### config.mk
export PLATFORM = sky130hd
export DESIGN_NAME = pipe_mac
export DESIGN_NICKNAME = d
export VERILOG_FILES = /design/src/rtl/pipe_mac_pkg.sv /design/src/rtl/pipe_mac_slice.sv /design/src/rtl/pipe_mac.sv
export SDC_FILE = /design/constraint.sdc
export NUM_CORES = 1
export LEC_CHECK = 0
export ABC_AREA = 1
export CAP_MARGIN = 10
export CORE_UTILIZATION = 42
export CTS_CLUSTER_SIZE = 24
export DETAILED_ROUTE_END_ITERATION = 8
export PLACE_DENSITY = 0.7
export RECOVER_POWER = 25
export SYNTH_ARGS = -nofsm -noshare
export SYNTH_HDL_FRONTEND = slang
export SYNTH_SLANG_ARGS = --single-unit
### constraint.sdc
create_clock -name clk -period 2.8 [get_ports clk]
set_clock_uncertainty 0.05 [all_clocks]
set_input_delay 0.56 -clock clk [delete_from_list [all_inputs] [get_ports clk]]
set_output_delay 0.56 -clock clk [all_outputs]
set_load 0.02 [all_outputs]
### src/rtl/pipe_mac_pkg.sv
// Shared types for the pipelined multiply-add / accumulate unit.
package pipe_mac_pkg;

  typedef enum logic {
    MODE_MAC = 1'b0,
    MODE_ACC = 1'b1
  } mode_e;

  // Per-transaction control that rides along with the operands.
  typedef struct packed {
    mode_e mode;
    logic  clr;
  } ctl_t;

  // The result needs one bit beyond the full product so that p + c cannot overflow.
  localparam int OUT_W_MARGIN = 1;

  function automatic int min_out_w(input int data_w);
    return 2 * data_w + OUT_W_MARGIN;
  endfunction

endpackage

### src/rtl/pipe_mac_slice.sv
// Valid/ready register slice: loads when empty or when downstream takes its content.
module pipe_mac_slice #(
  parameter int W = 8
) (
  input  logic         clk,
  input  logic         rst_n,
  input  logic         in_valid,
  output logic         in_ready,
  input  logic [W-1:0] in_data,
  output logic         out_valid,
  input  logic         out_ready,
  output logic [W-1:0] out_data
);

  assign in_ready = !out_valid || out_ready;

  always_ff @(posedge clk or negedge rst_n) begin
    if (!rst_n) begin
      out_valid <= 1'b0;
      out_data  <= '0;
    end else if (in_ready) begin
      out_valid <= in_valid;
      if (in_valid) out_data <= in_data;
    end
  end

endmodule

### src/rtl/pipe_mac.sv
// Three-stage pipelined multiply-add / accumulate with valid/ready on both sides.
// Build option PIPE_MAC_SAT_EN: stage-3 sums and acc saturate instead of wrapping.
module pipe_mac
  import pipe_mac_pkg::*;
#(
  parameter int DATA_W = 3,
  parameter int OUT_W  = 8
) (
  input  logic              clk,
  input  logic              rst_n,
  input  logic              in_valid,
  output logic              in_ready,
  input  logic [DATA_W-1:0] in_data1,
  input  logic [DATA_W-1:0] in_data2,
  input  logic [DATA_W-1:0] in_data3,
  input  logic              in_mode,
  input  logic              in_clr,
  output logic              out_valid,
  input  logic              out_ready,
  output logic [OUT_W-1:0]  out_data
);

  if (OUT_W < min_out_w(DATA_W)) begin : g_width_check
    $error("pipe_mac: OUT_W must be at least 2*DATA_W+1");
  end

  typedef struct packed {
    logic [DATA_W-1:0] a;
    logic [DATA_W-1:0] b;
    logic [DATA_W-1:0] c;
    ctl_t              ctl;
  } s1_t;

  typedef struct packed {
    logic [OUT_W-1:0]  p;
    logic [DATA_W-1:0] c;
    ctl_t              ctl;
  } s2_t;

  s1_t s1_in, s1;
  s2_t s2_in, s2;
  logic v1, v2, ready2, ready3, s3_load;
  logic [2*DATA_W-1:0] prod;
  logic [OUT_W-1:0] base, res, acc;

  // Stage 1: operand capture
  assign s1_in.a        = in_data1;
  assign s1_in.b        = in_data2;
  assign s1_in.c        = in_data3;
  assign s1_in.ctl.mode = mode_e'(in_mode);
  assign s1_in.ctl.clr  = in_clr;

  pipe_mac_slice #(.W($bits(s1_t))) u_s1 (
    .clk(clk), .rst_n(rst_n),
    .in_valid(in_valid), .in_ready(in_ready), .in_data(s1_in),
    .out_valid(v1), .out_ready(ready2), .out_data(s1)
  );

  // Stage 2: full-width product, zero-extended to the result width
  assign prod     = s1.a * s1.b;
  assign s2_in.p   = OUT_W'(prod);
  assign s2_in.c   = s1.c;
  assign s2_in.ctl = s1.ctl;

  pipe_mac_slice #(.W($bits(s2_t))) u_s2 (
    .clk(clk), .rst_n(rst_n),
    .in_valid(v1), .in_ready(ready2), .in_data(s2_in),
    .out_valid(v2), .out_ready(ready3), .out_data(s2)
  );

  // Stage 3: add, either the carried addend or the (optionally cleared) accumulator
  always_comb begin
    base = OUT_W'(s2.c);
    if (s2.ctl.mode == MODE_ACC) base = s2.ctl.clr ? '0 : acc;
  end

`ifdef PIPE_MAC_SAT_EN
  logic [OUT_W:0] sum;
  logic           sat_seen;

  assign sum = {1'b0, base} + {1'b0, s2.p};
  assign res = sum[OUT_W] ? '1 : sum[OUT_W-1:0];

  always_ff @(posedge clk or negedge rst_n) begin
    if (!rst_n)                      sat_seen <= 1'b0;
    else if (s3_load && sum[OUT_W])  sat_seen <= 1'b1;
  end
`else
  assign res = base + s2.p;
`endif

  assign s3_load = v2 && ready3;

  pipe_mac_slice #(.W(OUT_W)) u_s3 (
    .clk(clk), .rst_n(rst_n),
    .in_valid(v2), .in_ready(ready3), .in_data(res),
    .out_valid(out_valid), .out_ready(out_ready), .out_data(out_data)
  );

  // acc moves only with a mode-1 result entering the output register
  always_ff @(posedge clk or negedge rst_n) begin
    if (!rst_n)                                acc <= '0;
    else if (s3_load && s2.ctl.mode == MODE_ACC) acc <= res;
  end

endmodule

# --- Yosys cells after proc, flatten, opt, wreduce, memory -nomap -nowiden ---
# Index checks and enable logic that the tools add are counted.
totals:
  ff_bits: 41
  latch_bits: 0
  ram_bits: 0
  romBits: 0
  inputBits: 15
  elab_cells: 22
  memories: 0
classes:
  add_sub_neg: 1
  multipliers: 1
  div: 0
  order_cmp: 0
  eq_ne: 0
  shift: 0
  muxes: 2
  bitwise: 0
  n_reduce_logical: 11
ops:
  columns: ["cell", "n"]
  rows:
  - ["$mux 8", 2]
  - ["$add 8x6->8", 1]
  - ["$mul 3x3->6", 1]
  - ["$reduce_and 2->1", 3]
  - ["$logic_not 1->1", 3]
  - ["$logic_or 1x1->1", 3]
  - ["$logic_and 1x1->1", 2]

# --- Logic depth before layout (Yosys ltp) ---
# Gate-level depths: netlist of run 1.
depth:
  depth_word: 5
  mapped_depth: 13

# --- By module ---
# Synthesis of run 1 repeated with hierarchy kept, for this count alone.
unflattened:
  hier_cells: 302
  hier_area_um2: 2396.0
by_module_without_submodules:
  columns: ["module", "n_inst", "cells_each", "area_per_inst_um2"]
  rows:
  - ["pipe_mac", 1, 151, 970.9]
  - ["pipe_mac_slice (u_s2)", 1, 60, 559.3]
  - ["pipe_mac_slice (u_s1)", 1, 52, 498.0]
  - ["pipe_mac_slice (u_s3)", 1, 39, 367.9]

# --- Worst setup path before layout of run 1 ---
# No wires, ideal clock.
synth_path:
  path_kind: "register -> register"
  startpoint: "register u_s1.out_data[8]"
  endpoint: "register u_s2.out_data[9]"
  t_arrival_ps: 1788
  required_ps: 2667
  setup_slack_ps: 880
  path_stages_with_launch: 8
  cell_sequence: "dfrtp_1 -> nand2_1 -> inv_1 -> fa_1 -> ha_1 -> fa_1 -> xnor2_1 -> o21ai_0"
synth_via:
  elab_chain_cells: 1
synth_rtl:
  columns: ["element", "line_no", "text"]
  rows:
  - ["from (decl)", "pipe_mac_slice.sv:12", "output logic [W-1:0] out_data"]
  - ["from (signal assigned)", "pipe_mac_slice.sv:23", "if (in_valid) out_data <= in_data;"]
  - ["$mul 3x3->6", "pipe_mac.sv:60", "assign prod = s1.a * s1.b;"]
  - ["to (signal assigned)", "pipe_mac_slice.sv:23", null]
  - ["to (decl)", "pipe_mac_slice.sv:12", null]
# Every way passes these cells.
# A chain may end at the register's enable or synchronous reset.

# --- Worst setup path in the final report of run 1 ---
layout_path:
  startpoint: "input out_ready"
  endpoint: "output in_ready"
layout_via:
  elab_chain_cells: 3
layout_rtl:
  columns: ["element", "line_no", "text"]
  rows:
  - ["from (decl)", "pipe_mac.sv:19", "input logic out_ready,"]
  - ["$logic_or 1x1->1 (3 in series)", "pipe_mac_slice.sv:15", "assign in_ready = !out_valid || out_ready;"]
  - ["to (decl)", "pipe_mac.sv:12", "output logic in_ready,"]
# Every way passes these cells.

==> results of run 1 <==
final cells by class:
cell class	count	area [sq um]
clock buffer	6	82.6
clock inverter	2	37.5
fill	470	2250
inverter	28	105
multi-input combinational	157	922
sequential	41	1030
tap	67	83.8
timing repair buffer	26	250
registers in the layout, indices dropped and copies added (netlist names):
name            count
u_s3.out_data       8
u_s2.out_data      11
u_s1.out_data      11
u_s3.out_valid      1
u_s2.out_valid      1
acc                 8
u_s1.out_valid      1
stage by stage:
| stage | utilization | setup WS (ns) | instances | total power (W) |
|---|---|---|---|---|
| final | 0.527 | 0.403 | 327 | 0.00233 |
| after detailed placement | 0.502 | 0.407 | 319 | 0.00185 |
| after floorplan | - | 0.880 | 230 | 0.00155 |
| after global placement | 0.502 | 0.413 | 319 | 0.00182 |
| after global routing | 0.527 | 0.343 | 327 | 0.00253 |
| after CTS | 0.527 | 0.395 | 327 | 0.00235 |
worst paths after layout:
path / startpoint / end / slack [ns] / depth (start not counted)
worst min register to register: u_s3.out_data[2] / u_s3.out_data[2] / 0.43 / 2
worst max-delay path: out_ready / in_ready / 0.40 / 4
min in group clk: u_s3.out_data[2] / u_s3.out_data[2] / 0.43 / 2
max in group asynchronous: rst_n / u_s1.out_data[10] / 1.83 / 1
worst min-delay path: rst_n / u_s3.out_data[5] / 0.32 / 1
worst max register to register: u_s2.out_data[1] / acc[4] / 0.67 / 9
layout by cell type, fill, tap and decap left out, drive strengths merged, types with 2 or more instances in the layout:
| master | count |
|---|---|
| nand2 | 83 |
| dfrtp | 41 |
| inv | 28 |
| clkdlybuf4s50 | 23 |
| o21ai | 15 |
| nand3 | 13 |
| mux2 | 11 |
| ha | 11 |
| nor2 | 7 |
| clkbuf | 6 |
| nand4 | 4 |
| a21oi | 3 |
| xnor2 | 3 |
| fa | 3 |
| buf | 3 |
| a22o | 2 |
worst register-to-register path: stages (launching register included):
cell and delay, ns:
dfrtp_1 0.40, inv_2 0.18, nor2_4 0.07, a22o_1 0.18
ha_1 0.21, fa_1 0.43, nand3_1 0.11, nand3_1 0.08
xnor2_1 0.19, o21ai_0 0.12
power by group through the flow:
stage / Combinational (W) / Sequential [W] / Clock, W
6_report: 0.000919 / 0.000915 / 0.000493
5_1_grt: 0.00106 / 0.000942 / 0.000531
4_1_cts: 0.000930 / 0.000915 / 0.000507
3_5_place_dp: 0.000926 / 0.000925 / 0
3_3_place_gp: 0.000902 / 0.000921 / 0
2_1_floorplan: 0.000592 / 0.000956 / 0
per-layer routing:
| metal | global-route usage | vias up |
|---|---|---|
| li1 | - | 789 |
| met1 | 0.215 | 731 |
| met2 | 0.276 | 28 |
| met3 | 0.0542 | 6 |
| met4 | 0.0632 | 0 |
| met5 | 0 | - |
logic make-up (layout without fill, tap and decap cells):
| family | count (synthesis) | after routing |
|---|---|---|
| AND/OR/NAND/NOR | 107 | 107 |
| buffers and inverters | 32 | 62 |
| AO/OA/AOI/OAI | 21 | 21 |
| adder cells (fa/ha/maj) | 14 | 14 |
| XOR/XNOR | 4 | 4 |
| multiplexers | 11 | 11 |
| flip-flops | 41 | 41 |
==> flow_metrics.py, run 1 <==
metrics = {
    "outcome": {
        "status": "finished, final reports clean",
    },
    "routing": {
        "dr_wl_met2_mm": 1.72,
        "drt_wl_total_mm": 3.65,
        "drt-pass1-iter-count": 4,
        "via_per_inst": 4.75,
        "drcViolationCount": 0,
        "wl_met1_mm": 1.75,
        "vias": 1554,
        "met3_length_um": 130,
        "top_layer": "met4",
        "wire_per_inst_um": 11.2,
        "drt_iter0_markers": 65,
        "drtAntennaViolNets": 0,
    },
    "clocking": {
        "clk_latency_ns": 0.29,
        "cts_htree_levels": 2,
        "ctsHoldBuffers": 0,
        "post_cts_buffers": 0,
        "path_clk_slew_ns": 0.08,
        "clock-sinks": 41,
        "cts_inserted_buffers": 5,
        "cts_root_buffer": "clkbuf_8",
        "clock_path_buffers": 2,
        "cts_tree": "built",
        "ctsResizeCount": 0,
    },
    "synth": {
        "seq_area_frac_synth": 0.493,
        "ys_types": 21,
        "netlist_area_sq_mm": 0.00208,
        "syn_nets": 259,
        "ys_ff_latch": 41,
        "synthTopCellsByArea": "dfrtp_1 (49%), nand2_1 (15%), ha_1 (6.6%)",
        "postSynthCellCount": 230,
        "synth_most_common_cell": "nand2_1",
        "synthXorXnorAreaFrac": 0.0168,
        "ys.flop_type": "dfrtp_1",
        "ys_warn_count": 0,
        "synth_mux_area_frac": 0.0596,
        "yosys-top-cells-count": "nand2_1 (82), dfrtp_1 (41), inv_1 (26)",
        "synth-compound-area-share": 0.0548,
        "postSynth.asyncResetShare": 1.00,
        "synth_edf_count": 0,
        "synth_area_per_cell_sq_um": 9.04,
        "synth-simple-area-share": 0.217,
        "synth_top_family_by_area": "simple AND/OR/NAND/NOR gates",
        "netlist.area_leader.share": 0.493,
        "synthAdderAreaFrac": 0.0951,
        "synth_area_leader_cell": "dfrtp_1",
    },
    "die": {
        "die_w_um": 72.4,
        "start_util": 0.437,
        "coreArea_sq_mm": 0.00475,
        "fp.dieH_um": 72.4,
        "ios": 25,
        "die_area_sq_mm": 0.00524,
        "fp-row-count": 25,
    },
    "setup_path": {
        "slowest_stage": "clkdlybuf4s50_1",
        "crit_required_ns": 2.19,
        "crit_path_end_kind": "output port",
        "cp-start-kind": "primary input",
        "crit_fanout": 3,
        "crit_buf_inv": 3,
        "cp_cell_sequence": "clkdlybuf4s50_1 > inv_1 > nand4_2 > clkdlybuf4s50_1",
        "slowest_delay_ns": 0.62,
        "cp.arrival_ns": 1.79,
        "crit_family": "buffers and inverters",
        "crit_type": "in -> out",
        "cp_common_cell": "clkdlybuf4s50_1",
    },
    "timing": {
        "fmax_mhz": 417,
        "tightest_slew_ns": 0.864,
        "period_needed_ns": 2.40,
        "hold_viol": 0,
        "finalCritPeriodShare": 0.856,
        "finalSetupViolCount": 0,
        "rsz0062_at_grt": "no",
        "relSlewSlack": 0.424,
        "slew_viol_final": 0,
        "tns_ns": 0,
        "hold_slack_ns": 0.317,
    },
    "cells_and_area": {
        "fin_area_sq_mm": 0.00251,
        "syn2layout_area_growth_pct": 20.6,
        "nNetsFinal": 288,
        "final_layout_size_suffix_gt1_frac": 0.108,
        "n_antenna_cell": 0,
    },
    "power": {
        "irDropWorstVdd_uv": 386,
        "switching_share": 0.371,
        "p_clk_frac": 0.212,
        "p_int_w": 0.00146,
        "p_sw_w": 0.000863,
        "power_density_mw_per_mm2": 928,
        "p_comb_frac": 0.395,
        "p_leak_nw": 1.31,
        "seqPwrFrac": 0.393,
    },
    "place": {
        "placedInstanceArea_sq_mm": 0.00239,
        "dpl.hpwl_mm": 2.76,
        "port_buffers": 24,
        "gp_congestion": 0.843,
    },
    "grt": {
        "antenna_found_initial": 0,
        "grt_pass1_vias": 1594,
        "grt.total_usage": 0.171,
        "grt_first_pass_wirelength_mm": 6.89,
        "grt-ovfl-total": 0,
        "grt_max_degree": 42,
    },
    "flow_run": {
        "cap_violations": 0,
    },
    "worst_hold_path": {
        "hp-class": "in -> async",
    },
}
(Power assumes the default switching activity.)
==> inputs of run 2 (changes only) <==
- CORE_UTILIZATION: 42 -> 25
- PLACE_DENSITY: 0.7 -> 0.49
==> run 2 against run 1 <==
Against the previous run:
- fmax increased by 0.57%
- total power down 1.4%
- final area up 1.1%
- critical path type unchanged
- highest routed layer unchanged
==> flow_metrics.py, run 2 (same netlist as run 1, synthesis figures left out) <==
metrics = {
    "grt": {
        "grt.total_usage": 0.106,
        "grt-ovfl-total": 0,
        "grt_first_pass_wirelength_mm": 7.15,
        "grt_max_degree": 42,
        "grt_pass1_vias": 1515,
        "antenna_found_initial": 0,
    },
    "setup_path": {
        "cp-start-kind": "primary input",
        "crit_type": "in -> out",
        "crit_path_end_kind": "output port",
        "cp.arrival_ns": 1.77,
        "cp_cell_sequence": "clkdlybuf4s50_1 > inv_1 > nand4_2 > clkdlybuf4s50_1",
        "startpoint": "out_ready",
        "slowest_delay_ns": 0.61,
        "slowest_stage": "clkdlybuf4s50_1",
        "crit_required_ns": 2.19,
        "r2r_setup_slack_ns": 0.71,
        "cp_common_cell": "clkdlybuf4s50_1",
        "crit_fanout": 3,
        "r2r-start": "u_s2.out_data[1]",
    },
    "clocking": {
        "cts_inserted_buffers": 5,
        "cts_htree_levels": 2,
        "ctsHoldBuffers": 0,
        "clk_latency_ns": 0.29,
        "ctsResizeCount": 0,
        "path_clk_slew_ns": 0.07,
        "post_cts_buffers": 0,
        "cts_root_buffer": "clkbuf_8",
        "clock-sinks": 41,
        "cts_tree": "built",
        "clock_path_buffers": 2,
    },
    "routing": {
        "drcViolationCount": 0,
        "via_per_inst": 4.20,
        "drt-pass1-iter-count": 4,
        "wire_per_inst_um": 10.7,
        "drtAntennaViolNets": 0,
        "drt_iter0_markers": 28,
        "drt_wl_total_mm": 3.88,
        "vias": 1515,
    },
    "power": {
        "irDropWorstVdd_uv": 312,
        "switching_share": 0.376,
        "power_density_mw_per_mm2": 905,
        "p_int_w": 0.00143,
        "seqPwrFrac": 0.399,
        "p_comb_frac": 0.398,
        "p_sw_w": 0.000862,
        "p_clk_frac": 0.203,
        "p_leak_nw": 1.31,
    },
    "timing": {
        "relSlewSlack": 0.318,
        "slew_viol_final": 0,
        "finalCritPeriodShare": 0.851,
        "tightest_slew_ns": 1.02,
        "hold_viol": 0,
        "rsz0062_at_grt": "no",
        "fmax_mhz": 420,
        "finalSetupViolCount": 0,
        "period_needed_ns": 2.38,
        "tns_ns": 0,
    },
    "worst_hold_path": {
        "hp-class": "in -> async",
    },
    "cells_and_area": {
        "reg_top3": "u_s1.out_data (11), u_s2.out_data (11)",
        "layout_common_cells": "nand2_1 (82), dfrtp_1 (41), inv_1 (26), clkdlybuf4s50_1 (23), o21ai_0 (15)",
        "layout_commonest_cell": "nand2_1",
        "fin_area_sq_mm": 0.00253,
        "seqCellArea_sq_mm": 0.00103,
        "final_layout_size_suffix_gt1_frac": 0.104,
        "multi_input_area_sq_um": 922,
        "fin_util": 0.321,
        "nNetsFinal": 288,
        "n_antenna_cell": 0,
        "fillCellCount": 833,
        "syn2layout_area_growth_pct": 21.9,
    },
    "die": {
        "start_util": 0.264,
        "die_area_sq_mm": 0.00869,
        "fp.dieH_um": 93.2,
        "die_w_um": 93.2,
        "coreArea_sq_mm": 0.00789,
        "ios": 25,
        "fp-row-count": 32,
    },
    "place": {
        "placedInstanceArea_sq_mm": 0.00243,
        "dpl.hpwl_mm": 2.93,
        "gp_congestion": 0.838,
        "port_buffers": 24,
    },
    "outcome": {
        "status": "finished, final reports clean",
    },
    "flow_run": {
        "cap_violations": 0,
    },
}
run 2: cell count changes in the layout (fill, tap and decap cells not counted):
cell,change
clkinv_2,+1
buf_2,-1
clkbuf_2,+1
clkbuf_8,-1
clkinvlp_4,-1
run 2: worst paths after layout:
check,end,cells after the start
min in group clk,u_s2.out_data[4],2
min,u_s3.out_data[5],1
max reg2reg,acc[4],9
max,in_ready,4
min reg2reg,u_s2.out_data[4],2
max in group asynchronous,acc[6],1
run 2: power by group through the flow:
stage | sequential (W) | clock (W) | combinational [W]
floorplan | 0.000956 | 0 | 0.000592
global placement | 0.000928 | 0 | 0.000917
detailed placement | 0.000926 | 0 | 0.000930
CTS | 0.000920 | 0.000483 | 0.000932
global route | 0.000949 | 0.000512 | 0.00105
finish | 0.000916 | 0.000465 | 0.000914
run 2: layout make-up:
class / count / area share
well taps: 102 / 0.0503
multi-input cells: 157 / 0.364
clock buffers: 5 / 0.0271
repair buffers: 26 / 0.0987
flip-flops and latches: 41 / 0.405
inverters: 28 / 0.0415
clock inverters: 2 / 0.0138
run 2: worst max-delay path, delay by kind of cell:
family / cells / cell delay, ns
buf+inv: 3 / 1.12
simple gates: 1 / 0.09
run 2: metrics by stage:
step | hold WS [ns] | setup WS, ns | instances | total power, W
floorplan | 0.214 | 0.880 | 230 | 0.00155
global placement | 0.406 | 0.408 | 354 | 0.00184
detailed placement | 0.409 | 0.404 | 354 | 0.00186
CTS | 0.385 | 0.404 | 361 | 0.00234
global route | 0.447 | 0.347 | 361 | 0.00251
finish | 0.380 | 0.417 | 361 | 0.00230
run 2: metal layers:
| metal | wire (um) | global-route usage | share of wire |
|---|---|---|---|
| met5 | 0 | 0 | 0 |
| met4 | 44 | 0.0346 | 0.011 |
| met3 | 163 | 0.0301 | 0.042 |
| met2 | 1660 | 0.162 | 0.43 |
| met1 | 2010 | 0.143 | 0.52 |
==> inputs of run 3 (changes only) <==
- CORE_UTILIZATION: 25 -> 50
- CTS_CLUSTER_DIAMETER: not set -> 60
- PLACE_DENSITY: 0.49 -> 0.8
==> run 3 against run 2 <==
Against the previous run:
- the run now ends with capacitance limit, slew limit left
- clock power fell by 26%
- sequential share of layout area up 1.9 points
- worst setup slack got worse by 0.0020 ns
- critical endpoint unchanged
- utilization is 28 points higher
- combinational power down 1%
- largest cell class unchanged
- sequential power shrank 0.5%
- global-route usage rose by 8.1 points
- critical path depth unchanged
==> flow_metrics.py, run 3 (same netlist as run 1, synthesis figures left out) <==
metrics = {
    "grt": {
        "grt_max_degree": 42,
        "grtUsageMet3": 0.0462,
        "grt_pass1_vias": 1456,
        "met1_usage": 0.227,
        "grt-ovfl-total": 0,
        "grt_first_pass_wirelength_mm": 6.12,
        "grt_busiest_layer": "met2",
        "grtUsageMet2": 0.313,
        "antenna_found_initial": 0,
        "grt.total_usage": 0.187,
    },
    "die": {
        "fp-row-count": 23,
        "die_w_um": 66.5,
        "ios": 25,
        "coreArea_sq_mm": 0.00400,
        "fp.dieH_um": 66.5,
        "die_area_sq_mm": 0.00442,
        "start_util": 0.520,
    },
    "power": {
        "power_density_mw_per_mm2": 891,
        "p_int_w": 0.00133,
        "p_leak_nw": 1.28,
        "p_sw_w": 0.000834,
        "p_clk_frac": 0.160,
        "p_comb_frac": 0.418,
        "switching_share": 0.386,
        "irDropWorstVdd_uv": 472,
        "seqPwrFrac": 0.421,
    },
    "clocking": {
        "cts_tree": "built",
        "path_clk_slew_ns": 0.07,
        "ctsHoldBuffers": 0,
        "post_cts_buffers": 0,
        "cts_inserted_buffers": 5,
        "ctsResizeCount": 0,
        "clk_latency_ns": 0.29,
        "cts_root_buffer": "clkbuf_8",
        "clock-sinks": 41,
        "cts_htree_levels": 2,
        "clock_path_buffers": 2,
    },
    "setup_path": {
        "cp_common_cell": "clkdlybuf4s50_1",
        "crit_path_end_kind": "output port",
        "r2r-start": "u_s2.out_data[1]",
        "startpoint": "out_ready",
        "slowest_stage": "clkdlybuf4s50_1",
        "r2r_setup_slack_ns": 0.66,
        "crit_fanout": 3,
        "r2r-end": "u_s3.out_data[4]",
        "cp_cell_sequence": "clkdlybuf4s50_1 > inv_1 > nand4_2 > clkdlybuf4s50_1",
        "cp-start-kind": "primary input",
        "crit_required_ns": 2.19,
        "crit_type": "in -> out",
        "rr_worst_depth": 9,
        "slowest_delay_ns": 0.61,
        "cp.arrival_ns": 1.78,
    },
    "routing": {
        "via_per_inst": 5.00,
        "drt_wl_total_mm": 3.39,
        "drcViolationCount": 0,
        "drt_iter0_markers": 85,
        "drtAntennaViolNets": 0,
        "wire_per_inst_um": 11.1,
        "drt-pass1-iter-count": 4,
        "vias": 1529,
    },
    "cells_and_area": {
        "layout_common_cells": "nand2_1 (82), dfrtp_1 (41), inv_1 (26), clkdlybuf4s50_1 (23), o21ai_0 (15)",
        "syn2layout_area_growth_pct": 16.5,
        "n_antenna_cell": 0,
        "stdcell_count": 306,
        "multi_input_area_sq_um": 922,
        "fin_area_sq_mm": 0.00242,
        "layout_commonest_cell": "nand2_1",
        "seqCellArea_sq_mm": 0.00103,
        "reg_top3": "u_s1.out_data (11), u_s2.out_data (11)",
        "final_layout_size_suffix_gt1_frac": 0.0898,
        "nNetsFinal": 286,
        "fillCellCount": 346,
    },
    "worst_hold_path": {
        "worstHoldStart": "u_s3.out_data[2]",
        "hold_end": "u_s3.out_data[2]",
        "hold-path-cell-count": 2,
        "hp-class": "reg -> reg",
    },
    "place": {
        "dpl.hpwl_mm": 2.61,
        "placedInstanceArea_sq_mm": 0.00235,
        "gp_congestion": 0.842,
        "dpl.cell_count": 300,
        "port_buffers": 24,
    },
    "timing": {
        "period_needed_ns": 2.39,
        "hold_slack_ns": 0.426,
        "slew_viol_final": 42,
        "relSlewSlack": -0.420,
        "rsz0062_at_grt": "no",
        "tightest_slew_ns": 2.13,
        "finalSetupViolCount": 0,
        "fmax_mhz": 419,
        "finalCritPeriodShare": 0.852,
        "tns_ns": 0,
        "hold_viol": 0,
    },
    "outcome": {
        "status": "complete, but fails checks",
        "violations": "capacitance limit, slew limit",
    },
    "flow_run": {
        "cap_violations": 1,
    },
}
run 3: cell count changes in the layout (fill, tap and decap cells not counted), sizes merged:
cell    before  now
bufinv       1    0
buf          2    0
run 3: worst max path at each step:
stage / endpoint / slack [ns] / cells after the start
after floorplan: u_s2.out_data[9] / 0.88 / 7
after global placement: in_ready / 0.42 / 4
after detailed placement: in_ready / 0.41 / 4
after CTS: in_ready / 0.41 / 4
after global routing: u_s2.out_data[5] / 0.23 / 1
final: in_ready / 0.41 / 4
run 3: cell type report:
cell class              instances  area share
multi-input cells             157       0.380
flip-flops and latches         41       0.423
well taps                      50      0.0258
repair buffers                 24      0.0965
clock inverters                 1     0.00207
inverters                      28      0.0434
clock buffers                   5      0.0284
run 3: routing by layer:
| metal | wire length, um | vias to the layer above |
|---|---|---|
| met5 | 0 | - |
| met4 | 63 | 0 |
| met3 | 106 | 8 |
| met2 | 1610 | 26 |
| met1 | 1610 | 710 |
| li1 | - | 785 |
run 3: critical path: cells and delay by family:
family / cells / cell delay (ns)
simple gates: 1 / 0.09
buf+inv: 3 / 1.12
run 3: power by group through the flow:
stage / sequential (W) / combinational [W] / clock [W]
after global routing: 0.000936 / 0.00104 / 0.000382
after floorplan: 0.000956 / 0.000592 / 0
after detailed placement: 0.000920 / 0.000914 / 0
after CTS: 0.000910 / 0.000917 / 0.000361
after global placement: 0.000917 / 0.000881 / 0
final: 0.000911 / 0.000903 / 0.000346
run 3: metrics by stage:
stage	power [W]	utilization	setup WS, ns
finish	0.00216	0.606	0.415
global route	0.00236	0.606	0.227
CTS	0.00219	0.606	0.408
detailed placement	0.00183	0.588	0.409
global placement	0.00180	0.588	0.424
floorplan	0.00155	-	0.880
